--- src/rtl/dev_input_pkg.sv ---
// Shared constants for the input peripheral: register addresses, STATUS layout.
package dev_input_pkg;

  localparam logic [1:0] ADDR_DATA   = 2'b00;
  localparam logic [1:0] ADDR_STATUS = 2'b01;
  localparam logic [1:0] ADDR_CTRL   = 2'b10;

  localparam int STAT_VALID   = 0;
  localparam int STAT_OVERRUN = 1;
  localparam int STAT_CHG_LSB = 16;

  // STATUS word: {chg_cnt[15:0], 14'b0, overrun, valid}
  typedef struct packed {
    logic [15:0] chg_cnt;
    logic [13:0] rsvd;
    logic        overrun;
    logic        valid;
  } status_t;

  function automatic logic [31:0] pack_status(input logic [15:0] chg_cnt,
                                              input logic overrun,
                                              input logic valid);
    status_t s;
    s.chg_cnt = chg_cnt;
    s.rsvd    = '0;
    s.overrun = overrun;
    s.valid   = valid;
    return s;
  endfunction

endpackage

--- src/rtl/dev_input_if.sv ---
// CPU-side bridge bus of the input peripheral (one 16-byte window).
interface dev_input_if;
  logic [1:0]  add;
  logic        read_en;
  logic        write_en;
  logic [31:0] data_in;
  logic [31:0] data_out;
  logic        irq;

  modport master (output add, read_en, write_en, data_in, input data_out, irq);
  modport slave  (input add, read_en, write_en, data_in, output data_out, irq);
endinterface

--- src/rtl/dev_input_debouncer.sv ---
// Two-flop synchroniser plus whole-word debouncer; accept is a one-cycle
// combinational pulse marking the edge at which stable takes the candidate.
module input_debouncer #(
  parameter int DEBOUNCE_CYCLES = 16,
  parameter int CNT_W           = 5
) (
  input  logic        clk,
  input  logic        reset,
  input  logic [31:0] ext_in,
  output logic [31:0] stable,
  output logic        accept
);

  localparam logic [CNT_W-1:0] CNT_MAX = CNT_W'(DEBOUNCE_CYCLES - 1);

  logic [31:0]      sync1, sync2, cand;
  logic [CNT_W-1:0] count;

  // Candidate held long enough and differs from what the CPU currently sees.
  assign accept = (sync2 == cand) && (count == CNT_MAX) && (cand != stable);

  // Synchronise the asynchronous bus before any comparison.
  always_ff @(posedge clk or posedge reset) begin
    if (reset) begin
      sync1 <= '0;
      sync2 <= '0;
    end else begin
      sync1 <= ext_in;
      sync2 <= sync1;
    end
  end

  // Any bit change restarts the count; the count saturates once the word is settled.
  always_ff @(posedge clk or posedge reset) begin
    if (reset) begin
      cand   <= '0;
      count  <= '0;
      stable <= '0;
    end else if (sync2 != cand) begin
      cand  <= sync2;
      count <= '0;
    end else if (count != CNT_MAX) begin
      count <= count + CNT_W'(1);
    end else if (accept) begin
      stable <= cand;
    end
  end

endmodule

--- src/rtl/dev_input.sv ---
// Memory-mapped input peripheral: debounced 32-bit input with valid/overrun
// status, change counter and level interrupt.
module dev_input
  import dev_input_pkg::*;
#(
  parameter int DEBOUNCE_CYCLES = 16,
  parameter int CNT_W           = 5
) (
  input  logic        clk,
  input  logic        reset,
  input  logic [31:0] ext_in,
  dev_input_if.slave  bus
);

  logic [31:0] stable;
  logic        accept;
  logic        valid, overrun, irq_en;
  logic [15:0] chg_cnt;
  logic        data_rd, status_rd, ctrl_wr;
  logic        unused_data_in;

  input_debouncer #(
    .DEBOUNCE_CYCLES (DEBOUNCE_CYCLES),
    .CNT_W           (CNT_W)
  ) u_deb (
    .clk    (clk),
    .reset  (reset),
    .ext_in (ext_in),
    .stable (stable),
    .accept (accept)
  );

  assign data_rd        = bus.read_en  && (bus.add == ADDR_DATA);
  assign status_rd      = bus.read_en  && (bus.add == ADDR_STATUS);
  assign ctrl_wr        = bus.write_en && (bus.add == ADDR_CTRL);
  assign unused_data_in = ^bus.data_in[31:1];

  // Valid/overrun/change-count bookkeeping; a new value beats a clearing read.
  always_ff @(posedge clk or posedge reset) begin
    if (reset) begin
      valid   <= 1'b0;
      overrun <= 1'b0;
      chg_cnt <= '0;
    end else begin
      if (accept) begin
        valid   <= 1'b1;
        chg_cnt <= chg_cnt + 16'd1;
      end else if (data_rd) begin
        valid <= 1'b0;
      end
      if (accept && valid && !data_rd)
        overrun <= 1'b1;
      else if (status_rd)
        overrun <= 1'b0;
    end
  end

  // Interrupt enable, the only writable bit.
  always_ff @(posedge clk or posedge reset) begin
    if (reset)        irq_en <= 1'b0;
    else if (ctrl_wr) irq_en <= bus.data_in[0];
  end

  // Read mux is combinational from add; reserved word reads zero.
  always_comb begin
    bus.data_out = '0;
    case (bus.add)
      ADDR_DATA:   bus.data_out = stable;
      ADDR_STATUS: bus.data_out = pack_status(chg_cnt, overrun, valid);
      ADDR_CTRL:   bus.data_out = {31'b0, irq_en};
      default:     bus.data_out = '0;
    endcase
  end

  assign bus.irq = valid & irq_en;

endmodule
--- src/flat_wrapper.sv ---
// flat-port wrapper written by rule: the top's interface ports become plain ports
module dev_input_flat import dev_input_pkg::*;
#(
  parameter int DEBOUNCE_CYCLES = 16,
  parameter int CNT_W           = 5
)
  (clk, reset, ext_in, bus_add, bus_read_en, bus_write_en, bus_data_in, bus_data_out, bus_irq);
  dev_input_if bus_i ();
  input  logic clk;
  input  logic reset;
  input  logic [31:0] ext_in;
  input wire logic [$bits(bus_i.add)-1:0] bus_add;
  input wire logic [$bits(bus_i.read_en)-1:0] bus_read_en;
  input wire logic [$bits(bus_i.write_en)-1:0] bus_write_en;
  input wire logic [$bits(bus_i.data_in)-1:0] bus_data_in;
  output wire logic [$bits(bus_i.data_out)-1:0] bus_data_out;
  output wire logic [$bits(bus_i.irq)-1:0] bus_irq;
  assign bus_i.add = bus_add;
  assign bus_i.read_en = bus_read_en;
  assign bus_i.write_en = bus_write_en;
  assign bus_i.data_in = bus_data_in;
  assign bus_data_out = bus_i.data_out;
  assign bus_irq = bus_i.irq;
  dev_input #(.DEBOUNCE_CYCLES(DEBOUNCE_CYCLES), .CNT_W(CNT_W)) u_core (.clk(clk), .reset(reset), .ext_in(ext_in), .bus(bus_i));
endmodule
--- config.mk ---
export PLATFORM = sky130hd
export DESIGN_NAME = dev_input_flat
export DESIGN_NICKNAME = d
export VERILOG_FILES = /design/src/rtl/dev_input_pkg.sv /design/src/rtl/dev_input_if.sv /design/src/rtl/dev_input_debouncer.sv /design/src/rtl/dev_input.sv /design/src/flat_wrapper.sv
export SDC_FILE = /design/constraint.sdc
export NUM_CORES = 1
export LEC_CHECK = 0
export ABC_AREA = 0
export CAP_MARGIN = 20
export CORE_MARGIN = 2
export CORE_UTILIZATION = 43
export CTS_CLUSTER_DIAMETER = 200
export DETAILED_ROUTE_END_ITERATION = 10
export PLACE_DENSITY = 0.67
export SYNTH_ARGS = -nofsm -noshare
export SYNTH_HDL_FRONTEND = slang
export SYNTH_SLANG_ARGS = --single-unit
export TNS_END_PERCENT = 1
--- constraint.sdc ---
create_clock -name clk -period 6.4 [get_ports clk]
set_clock_uncertainty 0.1 [all_clocks]
set_input_delay 0.64 -clock clk [delete_from_list [all_inputs] [get_ports clk]]
set_output_delay 0.64 -clock clk [all_outputs]
set_load 0.02 [all_outputs]
After elaboration in Yosys (flattened, before gate mapping). Index checks and enable logic that the tools add are counted.

Bits in registers: 152. Latch bits: 0. RAM bits: 0. ROM bits: 0. Input bits: 70. Output and inout port bits: 33. Memories kept: 0.

$add $sub $neg: 2. Multipliers: 0. Divide/modulo/power cells: 0. $lt $le $gt $ge: 0. Equal/unequal tests: 7. Shifts and indexed selects: 0. Muxes and demuxes: 7. Bitwise logic cells: 3. Reduce and logical (&&, ||, !) cells: 13.

Operators with widths (number): $pmux 32 s3 (1); $ne 32x32->1 (2); $eq 32x32->1 (1); $add 16x1->16 const B (1); $mux 5 (2); $logic_and 1x1->1 (7); $reduce_bool 2->1 (3); $add 5x1->5 const B (1); $eq 5x4->1 const B (1); $ne 5x4->1 const B (1); $mux 1 (4); $reduce_and 3->1 (1); $eq 2x1->1 const B (1); $eq 2x2->1 const B (1); $logic_not 2->1 (1); $not 1->1 (2); $and 1x1->1 (1); $logic_not 1->1 (1).

Longest topological paths before layout. Gate-level depths: netlist (run 1).

Word-level depth: 6. Gate-level depth with buffers: 8.

Modules after synthesis. From an unflattened synthesis (run 1), not the netlist that was laid out.

Cells, all modules: 436. Area, all modules: 5919.4 sq um.

By module, submodules not included: input_debouncer (instances 1, cells each 307, area each 4698.3 sq um); dev_input (instances 1, cells each 129, area each 1221.2 sq um).

Worst setup path before layout (run 1). Ideal clock, no wire load.

Kind: input to output. From: in bus_add[0]. To: out bus_data_out[18]. Arrival: 1.974 ns. Data required time: 5.660 ns. Path slack: 3.686 ns. Stages on the path: 4. Buffers on the path: 2. Path through: buf_1 buf_1 mux2i_1 nor2_1.

Longest elaborated chain between the ends: 2.

RTL lines: start: declaration (line flat_wrapper.sv:12) `input wire logic [$bits(bus_i.add)-1:0] bus_add;`; $eq 2x2->1, or another cell as far along (line dev_input.sv:67) `case (bus.add)`; $pmux 32 s3 * (line dev_input.sv:67); end: declaration (line flat_wrapper.sv:16) `output wire logic [$bits(bus_i.data_out)-1:0] bus_data_out;`.

Mark *: on every way between the ends. The rest lies on a longest branch, timed or not.

Final worst setup path (run 1).
From: in bus_add[1]. To: out bus_data_out[8].

The elaborated chain is that of the path after synthesis.

==> impl_metrics.json, run 1 <==
{
  "die_w_um": 121.1,
  "cts_resized": 0,
  "reg2reg_slack_ns": 3.39,
  "p_per_area_nw_per_um2": 293.9,
  "antenna_found_initial": 0,
  "path_cells": "clkdlybuf4s50_1 -> nor2_1 -> buf_4 -> and2_1 -> clkdlybuf4s50_1",
  "dr.pass1.iters": 4,
  "htreeDepth": 4,
  "drt_iter0_drc": 143,
  "finalCritPeriodShare_pct": 60.14,
  "max_stage_delay_ns": 0.82,
  "avgSynthCellArea_um2": 13.26,
  "die_height_um": 121.1,
  "yosysUniqueCellTypes": 29,
  "n_antenna_cell": 0,
  "hold_buffers": 0,
  "start_kind": "input pin",
  "timing.rr.start": "u_core.u_deb.stable[16]$_DFFE_PP0P_",
  "synth-edff-count": 0,
  "finalMaxSlewViolations": 0,
  "cts_tree": "done",
  "synth_seq_area_share_pct": 64.46,
  "ys.flop_type": "dfrtp_1",
  "synth_top_cell_by_area": "dfrtp_1",
  "via_per_inst": 4.778,
  "fmax_ghz": 0.2598,
  "slew_headroom_pct": 46.63,
  "arrival_ns": 3.11,
  "cts_buffer_depth": 2,
  "hold_path_class": "flip-flop to flip-flop",
  "r2r_end": "u_core.u_deb.stable[5]$_DFFE_PP0P_",
  "clkTransAtPathRegs_ns": 0.06,
  "std_cell_rows": 42,
  "critPathKind": "input pin to primary output",
  "synthTopCellsByCount": "dfrtp_1, xor2_1, xnor2_1, clkbuf_1, mux2_2",
  "io_buffer_count": 71,
  "ios": 103,
  "cp_slowest_cell": "clkdlybuf4s50_1",
  "grt_pass1_wl_mm": 17.61,
  "syn_area_um2": 5901,
  "grt_setup_unrepaired": "false",
  "dr_total_vias": 3273,
  "max_cap_violations": 0,
  "timing.setup.tns_ns": 0,
  "syn2layout_area_growth_pct": 24.58,
  "fin_nets": 569,
  "fin_hold_ws_ns": 0.2460,
  "cp-end-kind": "primary output",
  "p_leak_uw": 0.003337,
  "fp.dieArea_um2": 14670,
  "ant_nets": 0,
  "cts_buffers": 17,
  "drc": 0,
  "whs_path_depth": 0,
  "ys_warn_count": 0,
  "ys_async_sr_fraction_pct": 100.0,
  "clock-sinks": 152,
  "crit_fanout": 21,
  "grt.total_usage_pct": 16.02,
  "r2r_cells": 6,
  "syn_nets": 518,
  "grt_overflow": 0,
  "path_delay_family": "buffers and inverters",
  "hp-start": "u_core.u_deb.sync1[21]$_DFF_PP0_",
  "post-synth-top-area-fraction_pct": 64.46,
  "fin_util_pct": 55.07,
  "post-synth-top-count-cell": "dfrtp_1",
  "postLayoutCellArea_um2": 7351,
  "start_util_pct": 44.21,
  "synth_cells": 445,
  "wl_per_cell_um": 15.41,
  "root_buffer": "clkbuf_16",
  "grt_pass1_vias": 3454,
  "synth_area_leaders": "dfrtp_1, mux2_2, xor2_1",
  "clk-insertion-delay-late_ns": 0.41,
  "crit_buf_inv": 3,
  "fin_crit_ns": 3.849,
  "fillers": 1136,
  "hold_violations": 0,
  "drt-total-wl_mm": 10.55,
  "worst_slew_pin_slew_ns": 0.8006,
  "ys_ff_latch": 152,
  "setup_violations": 0,
  "hpwl_mm": 7.299,
  "drive_above_1_share_pct": 14.93,
  "gp_congestion": 0.7710,
  "grt_max_degree": 91,
  "place_area_um2": 6706,
  "crit_path_frequent_cell": "clkdlybuf4s50_1",
  "postCtsSetupBuffers": 0,
  "holdPathEnd": "u_core.u_deb.sync2[21]$_DFF_PP0_",
  "status": "complete, no violations",
  "core-area_um2": 13350,
  "ir_worst_vdd_mv": 0.1452,
  "cp.required_ns": 5.66
}
## final cells by class
class | count | area (um^2) | share of cell area (%)
Clock buffer | 18 | 439.2 | 5.974
Clock inverter | 14 | 197.7 | 2.689
Inverter | 9 | 38.79 | 0.5277
Multi-Input combinational cell | 241 | 1911 | 25.99
Sequential cell | 152 | 3804 | 51.74
Tap cell | 176 | 220.2 | 2.996
Timing Repair Buffer | 75 | 740.7 | 10.08
## power breakdown
group          total, uW  internal [uW]  switching (uW)
registers           1020            993            23.0
clock network       1060            665             393
logic               85.7           44.2            41.5
total               2160           1700             457
## how the worst max path moves through the flow
stage	depth (start not counted)	from	to
after floorplan	1	reset	u_core.chg_cnt[0]$_DFFE_PP0P_
after global placement	4	bus_add[1]	bus_data_out[8]
after detailed placement	4	bus_add[1]	bus_data_out[2]
final	5	bus_add[1]	bus_data_out[8]
after global routing	5	bus_add[1]	bus_data_out[6]
after CTS	4	bus_add[1]	bus_data_out[2]
## layer usage
layer	up-vias	part of all wire [%]	track usage (%)
met5	-	0	0
met4	0	1.5	6.466
met3	14	3.9	4.605
met2	58	49	24.93
met1	1652	46	21.23
li1	1549	-	-
## cells in the final DEF (no fill, tap or decap), types with 2 or more instances in the layout
cell             instances
and2_1                  15
nor3_1                   8
mux2_2                  34
nor2b_1                  2
clkdlybuf4s50_1         71
o21ai_0                  2
clkbuf_16               17
inv_1                    8
xor2_1                  43
nor2_1                  28
nand2_1                 10
bufinv_16                4
inv_6                    3
nor4_2                   4
nor4_1                   9
clkinvlp_4               5
xnor2_1                 39
dfrtp_1                152
ha_1                     3
nand3_1                  5
clkinv_4                 2
mux2i_1                 19
nand4_1                 11
and3_1                   2
buf_4                    4
## state kept, by name (all words and copies together) (netlist names)
name and cells:
u_core.valid 1, u_core.u_deb.cand 32, u_core.irq_en 1, u_core.u_deb.count 5
u_core.overrun 1, u_core.u_deb.sync2 32, u_core.chg_cnt 16, u_core.u_deb.sync1 32
u_core.u_deb.stable 32
## stage by stage
| step | setup slack [ns] | std cells | total power (uW) |
|---|---|---|---|
| 2_1_floorplan | 1.567 | 445 | 1083 |
| 3_3_place_gp | 2.304 | 652 | 1119 |
| 3_5_place_dp | 2.228 | 652 | 1122 |
| 4_1_cts | 2.225 | 684 | 2186 |
| 5_1_grt | 2.355 | 685 | 2244 |
| 6_report | 2.551 | 685 | 2160 |
## kinds of logic (layout without fill, tap and decap cells)
group                    count (synthesis)  count (layout)  share of synthesized area [%]
AND/OR/NAND/NOR                         98              98                          9.033
buffers and inverters                   52             116                          3.456
flip-flops                             152             152                          64.46
multiplexers                            53              53                          9.712
XOR/XNOR                                82              82                          12.17
AO/OA/AOI/OAI                            5               5                         0.5301
adder cells (fa/ha/maj)                  3               3                         0.6362
No activity file was read; power rests on OpenSTA's default activity.
==> inputs of run 2 (changes only) <==
--- a/config.mk
+++ b/config.mk
@@ -11,7 +11,7 @@
 export CORE_UTILIZATION = 43
 export CTS_CLUSTER_DIAMETER = 200
 export DETAILED_ROUTE_END_ITERATION = 10
-export PLACE_DENSITY = 0.67
+export PLACE_DENSITY = 0.7
 export SYNTH_ARGS = -nofsm -noshare
 export SYNTH_HDL_FRONTEND = slang
 export SYNTH_SLANG_ARGS = --single-unit
==> constraint.sdc (replaced) <==
create_clock -name clk -period 3.3 [get_ports clk]
set_clock_uncertainty 0.1 [all_clocks]
set_input_delay 0.33 -clock clk [delete_from_list [all_inputs] [get_ports clk]]
set_output_delay 0.33 -clock clk [all_outputs]
set_load 0.02 [all_outputs]
==> run 2 against run 1 <==
Power up 88%. Register-to-register slack worse by 2.6 ns. Clock power is 80% higher.
==> impl_metrics.json, run 2 (synthesis results as in run 1) <==
{
  "status": "complete, no violations",
  "via_per_inst": 4.807,
  "fp.dieArea_um2": 14670,
  "cts_buffer_depth": 2,
  "setup_violations": 0,
  "drt-total-wl_mm": 10.47,
  "max_cap_violations": 0,
  "cts_buffers": 17,
  "hold_buffers": 0,
  "max_stage_delay_ns": 0.64,
  "finalCritPeriodShare_pct": 75.93,
  "die_height_um": 121.1,
  "core-area_um2": 13350,
  "std_cell_rows": 42,
  "slew_headroom_pct": 62.28,
  "fin_nets": 573,
  "timing.setup.tns_ns": 0,
  "path_delay_family": "buffers and inverters",
  "hpwl_mm": 7.485,
  "grt.total_usage_pct": 15.55,
  "critPathKind": "input pin to primary output",
  "grt_setup_unrepaired": "false",
  "start_kind": "input pin",
  "power.switching_uw": 874.8,
  "clkTransAtPathRegs_ns": 0.06,
  "arrival_ns": 2.08,
  "n_antenna_cell": 0,
  "cp-end-kind": "primary output",
  "root_buffer": "clkbuf_16",
  "grt_pass1_vias": 3602,
  "gp_congestion": 0.8227,
  "dr.pass1.iters": 5,
  "crit_fanout": 20,
  "fin_crit_ns": 2.506,
  "switching_share_pct": 21.59,
  "ant_nets": 0,
  "start_util_pct": 44.21,
  "syn2layout_area_growth_pct": 24.62,
  "fin_util_pct": 55.09,
  "crit_buf_inv": 3,
  "r2r_cells": 6,
  "layout_commonest_cell": "dfrtp_1",
  "pwr-share-clk_pct": 47.1,
  "fmax_ghz": 0.3991,
  "htreeDepth": 4,
  "grt_overflow": 0,
  "p_per_area_nw_per_um2": 551.0,
  "drive_above_1_share_pct": 15.59,
  "wl_per_cell_um": 15.19,
  "reg2reg_slack_ns": 0.81,
  "clock-sinks": 152,
  "ios": 103,
  "path_cells": "clkdlybuf4s50_1 -> buf_4 -> mux2i_1 -> o21ai_0 -> clkdlybuf4s50_1",
  "cp.required_ns": 2.87,
  "clk-insertion-delay-late_ns": 0.41,
  "io_buffer_count": 71,
  "die_w_um": 121.1,
  "cp_slowest_cell": "clkdlybuf4s50_1",
  "cts_tree": "done",
  "crit_path_frequent_cell": "clkdlybuf4s50_1",
  "drc": 0,
  "cts_resized": 0,
  "comb_power_share_pct": 4.2,
  "mostFrequentLayoutCells": "dfrtp_1, clkdlybuf4s50_1, xor2_1",
  "r2r_end": "u_core.u_deb.stable[29]$_DFFE_PP0P_",
  "dr_total_vias": 3312,
  "p_int_uw": 3177,
  "p_leak_uw": 0.003347,
  "antenna_found_initial": 0,
  "hold_path_class": "input pin to async pin",
  "grt_pass1_wl_mm": 17.44,
  "finalNonFillerCells": 689,
  "dp_cells": 657,
  "worst_slew_pin_slew_ns": 0.5646,
  "finalMaxSlewViolations": 0,
  "postCtsSetupBuffers": 0,
  "grt_max_degree": 102,
  "timing.rr.start": "u_core.u_deb.stable[13]$_DFFE_PP0P_",
  "ir_worst_vdd_mv": 0.3124,
  "drt_iter0_drc": 130,
  "seqPwrFrac_pct": 48.6,
  "hold_violations": 0
}
==> run 2: metal layers <==
metal,GRT usage [%],vias to the layer above,share of wire (%)
met5,0,-,0
met4,6.609,0,1.9
met3,3.336,14,3.7
met2,25.11,69,49
met1,20.39,1661,46
li1,-,1568,-
==> run 2: worst max-delay path by stage <==
stage	from	to	depth (start not counted)
2_1_floorplan	reset	u_core.chg_cnt[0]$_DFFE_PP0P_	1
3_3_place_gp	bus_add[0]	bus_data_out[0]	5
3_5_place_dp	bus_add[0]	bus_data_out[0]	5
4_1_cts	u_core.u_deb.cand[29]$_DFFE_PP0N_	u_core.u_deb.stable[22]$_DFFE_PP0P_	6
5_1_grt	u_core.u_deb.cand[29]$_DFFE_PP0N_	u_core.u_deb.stable[8]$_DFFE_PP0P_	6
6_report	bus_add[0]	bus_data_out[0]	5
==> run 2: power by group through the flow <==
stage          Sequential (uW)  Clock (uW)  Combinational (uW)
6_report                  1970        1910                 172
3_5_place_dp              2010           0                 176
4_1_cts                   1970        1950                 177
2_1_floorplan             1990           0                 107
5_1_grt                   1980        2040                 192
3_3_place_gp              2000           0                 172
==> run 2: area by class of cell <==
type	instances	area, um^2
Fill cell	1101	5995
Inverter	9	37.54
Clock inverter	13	145.1
Multi-Input combinational cell	241	1911
Clock buffer	19	452.9
Tap cell	176	220.2
Sequential cell	152	3804
Timing Repair Buffer	79	783.3
==> run 2: worst reg2reg max path, delay by kind of cell, from the launching register on <==
family,cells,cell delay (ns)
compound gates,1,0.25
xor+xnor,1,0.20
buf+inv,1,0.39
flops,1,0.40
mux,1,0.40
simple gates,2,0.63
==> run 2: per-stage QoR <==
stage | hold WS (ns) | total power [uW] | setup WS [ns] | area, um^2
after CTS | 0.2361 | 4098 | 0.7760 | 7353
after floorplan | 0.2312 | 2101 | 0.9531 | 5904
after global placement | 0.2313 | 2174 | 0.7995 | 6755
final | 0.2259 | 4052 | 0.7944 | 7353
after detailed placement | 0.2347 | 2181 | 0.7844 | 6755
after global routing | 0.2399 | 4207 | 0.6913 | 7353
==> inputs of run 3 (changes only) <==
--- a/config.mk
+++ b/config.mk
@@ -11,7 +11,7 @@
 export CORE_UTILIZATION = 43
 export CTS_CLUSTER_DIAMETER = 200
 export DETAILED_ROUTE_END_ITERATION = 10
-export PLACE_DENSITY = 0.7
+export PLACE_DENSITY = 0.67
 export SYNTH_ARGS = -nofsm -noshare
 export SYNTH_HDL_FRONTEND = slang
 export SYNTH_SLANG_ARGS = --single-unit
==> constraint.sdc (replaced) <==
create_clock -name clk -period 2.5 [get_ports clk]
set_clock_uncertainty 0.1 [all_clocks]
set_input_delay 0.25 -clock clk [delete_from_list [all_inputs] [get_ports clk]]
set_output_delay 0.25 -clock clk [all_outputs]
set_load 0.02 [all_outputs]
==> run 3 against run 2 <==
Critical path depth grew 1. Setup slack lost 0.65 ns. Count of clock-buffer cells in the layout grew 6. Largest cell class unchanged. Hold slack lost 0.096 ns. Power grew 28%. Routed wire length grew 2.8%. Critical path type is now flip-flop to flip-flop. Final area grew 0.92%. Non-clock buffer count grew 7. Die area is the same. Final cell count grew 1.0%. Clock power grew 24%.
==> impl_metrics.json, run 3 (synthesis results as in run 1) <==
{
  "grt_setup_unrepaired": "false",
  "fillers": 1139,
  "gp_congestion": 0.7998,
  "finalMaxSlewViolations": 0,
  "n_antenna_cell": 0,
  "crit_fanout": 30,
  "ios": 103,
  "io_buffer_count": 71,
  "via_per_inst": 4.751,
  "hpwl_mm": 7.729,
  "antenna_found_initial": 0,
  "ir_worst_vdd_mv": 0.4311,
  "drt_iter0_drc": 166,
  "cts_buffer_depth": 2,
  "clock-sinks": 152,
  "drive_above_1_share_pct": 16.15,
  "grt.total_usage_pct": 16.47,
  "p_per_area_nw_per_um2": 701.5,
  "grt_pass1_vias": 3500,
  "clkTransAtPathRegs_ns": 0.06,
  "fp.dieArea_um2": 14670,
  "htreeDepth": 4,
  "cp.required_ns": 2.70,
  "drt-total-wl_mm": 10.76,
  "syn2layout_area_growth_pct": 25.76,
  "worst_slew_pin_slew_ns": 0.5217,
  "layout_commonest_cell": "dfrtp_1",
  "postCtsSetupBuffers": 0,
  "dr.pass1.iters": 4,
  "multiInputGateArea_um2": 1932,
  "fin_util_pct": 55.60,
  "cts_resized": 0,
  "slew_headroom_pct": 65.15,
  "clk-insertion-delay-late_ns": 0.41,
  "cp-startpoint": "u_core.u_deb.cand[16]$_DFFE_PP0N_",
  "grt_max_degree": 47,
  "root_buffer": "clkbuf_16",
  "cts_buffers": 17,
  "arrival_ns": 2.55,
  "ant_nets": 0,
  "mostFrequentLayoutCells": "dfrtp_1, clkdlybuf4s50_1, xor2_1",
  "std_cell_rows": 42,
  "dr_total_vias": 3307,
  "finalCritPeriodShare_pct": 94.31,
  "grt_pass1_wl_mm": 17.95,
  "max_cap_violations": 0,
  "critPathKind": "flip-flop to flip-flop",
  "r2r_cells": 6,
  "fmax_ghz": 0.4241,
  "die_w_um": 121.1,
  "status": "complete, no violations",
  "timing.setup.tns_ns": 0,
  "fin_nets": 580,
  "grt_overflow": 0,
  "regArea_um2": 3804,
  "cp-end-kind": "flip-flop",
  "die_height_um": 121.1,
  "hold_violations": 0,
  "core-area_um2": 13350,
  "cts_tree": "done",
  "wl_per_cell_um": 15.46,
  "hold_buffers": 0,
  "start_util_pct": 44.21,
  "fin_crit_ns": 2.358,
  "timing.rr.start": "u_core.u_deb.cand[16]$_DFFE_PP0N_",
  "p_leak_uw": 0.003393,
  "drc": 0,
  "start_kind": "flip-flop",
  "hold_path_class": "input pin to async pin",
  "setup_violations": 0
}
==> run 3: changes by cell type in the layout (fill, tap and decap cells not counted), sizes merged <==
cell | previous run | this run
clkinvlp | 4 | 3
bufinv | 2 | 1
buf | 8 | 15
clkbuf | 19 | 25
inv | 11 | 8
clkinv | 5 | 4
==> run 3: final timing paths <==
check / to / slack, ns
min reg2reg: u_core.u_deb.sync2[11]$_DFF_PP0_ / 0.25
max reg2reg: u_core.u_deb.stable[4]$_DFFE_PP0P_ / 0.14
min in group clk: u_core.u_deb.sync1[10]$_DFF_PP0_ / 0.17
min: u_core.u_deb.sync1[9]$_DFF_PP0_ / 0.13
max in group asynchronous: u_core.u_deb.stable[31]$_DFFE_PP0P_ / 1.45
max: u_core.u_deb.stable[4]$_DFFE_PP0P_ / 0.14
==> run 3: metrics by stage <==
stage	cells	hold slack (ns)	area [um^2]	setup slack (ns)	power [uW]
2_1_floorplan	445	0.1814	5904	0.2331	2773
3_3_place_gp	664	0.2323	6845	0.1411	2882
3_5_place_dp	664	0.2347	6845	0.08192	2891
4_1_cts	696	0.1241	7400	0.01309	5263
5_1_grt	696	0.1570	7421	0.02421	5410
6_report	696	0.1298	7421	0.1423	5206
==> run 3: cell type report <==
class / count / area share (%)
Clock inverter: 7 / 0.9273
Sequential cell: 152 / 51.26
Inverter: 9 / 0.5058
Timing Repair Buffer: 86 / 11.77
Tap cell: 176 / 2.967
Multi-Input combinational cell: 241 / 26.03
Clock buffer: 25 / 6.542
==> run 3: report_power, final <==
group / switching (uW) / internal (uW) / leakage, uW
registers: 58.9 / 2540 / 0.00190
clock network: 921 / 1440 / 0.000267
logic: 112 / 127 / 0.00123
==> run 3: worst max-delay path, stage by stage (launching register included) <==
cell and delay [ns]:
dfrtp_1 0.42, xor2_1 0.17, nor4_1 0.41, nand4_1 0.21, o2111ai_4 0.31, buf_12 0.24, mux2_2 0.36
==> run 3: layer usage <==
| layer | vias to the layer above | track usage (%) | part of all wire [%] |
|---|---|---|---|
| met5 | - | 0 | 0 |
| met4 | 0 | 6.897 | 2.2 |
| met3 | 17 | 4.746 | 3.5 |
| met2 | 59 | 26.02 | 48 |
| met1 | 1655 | 21.37 | 46 |
| li1 | 1576 | - | - |
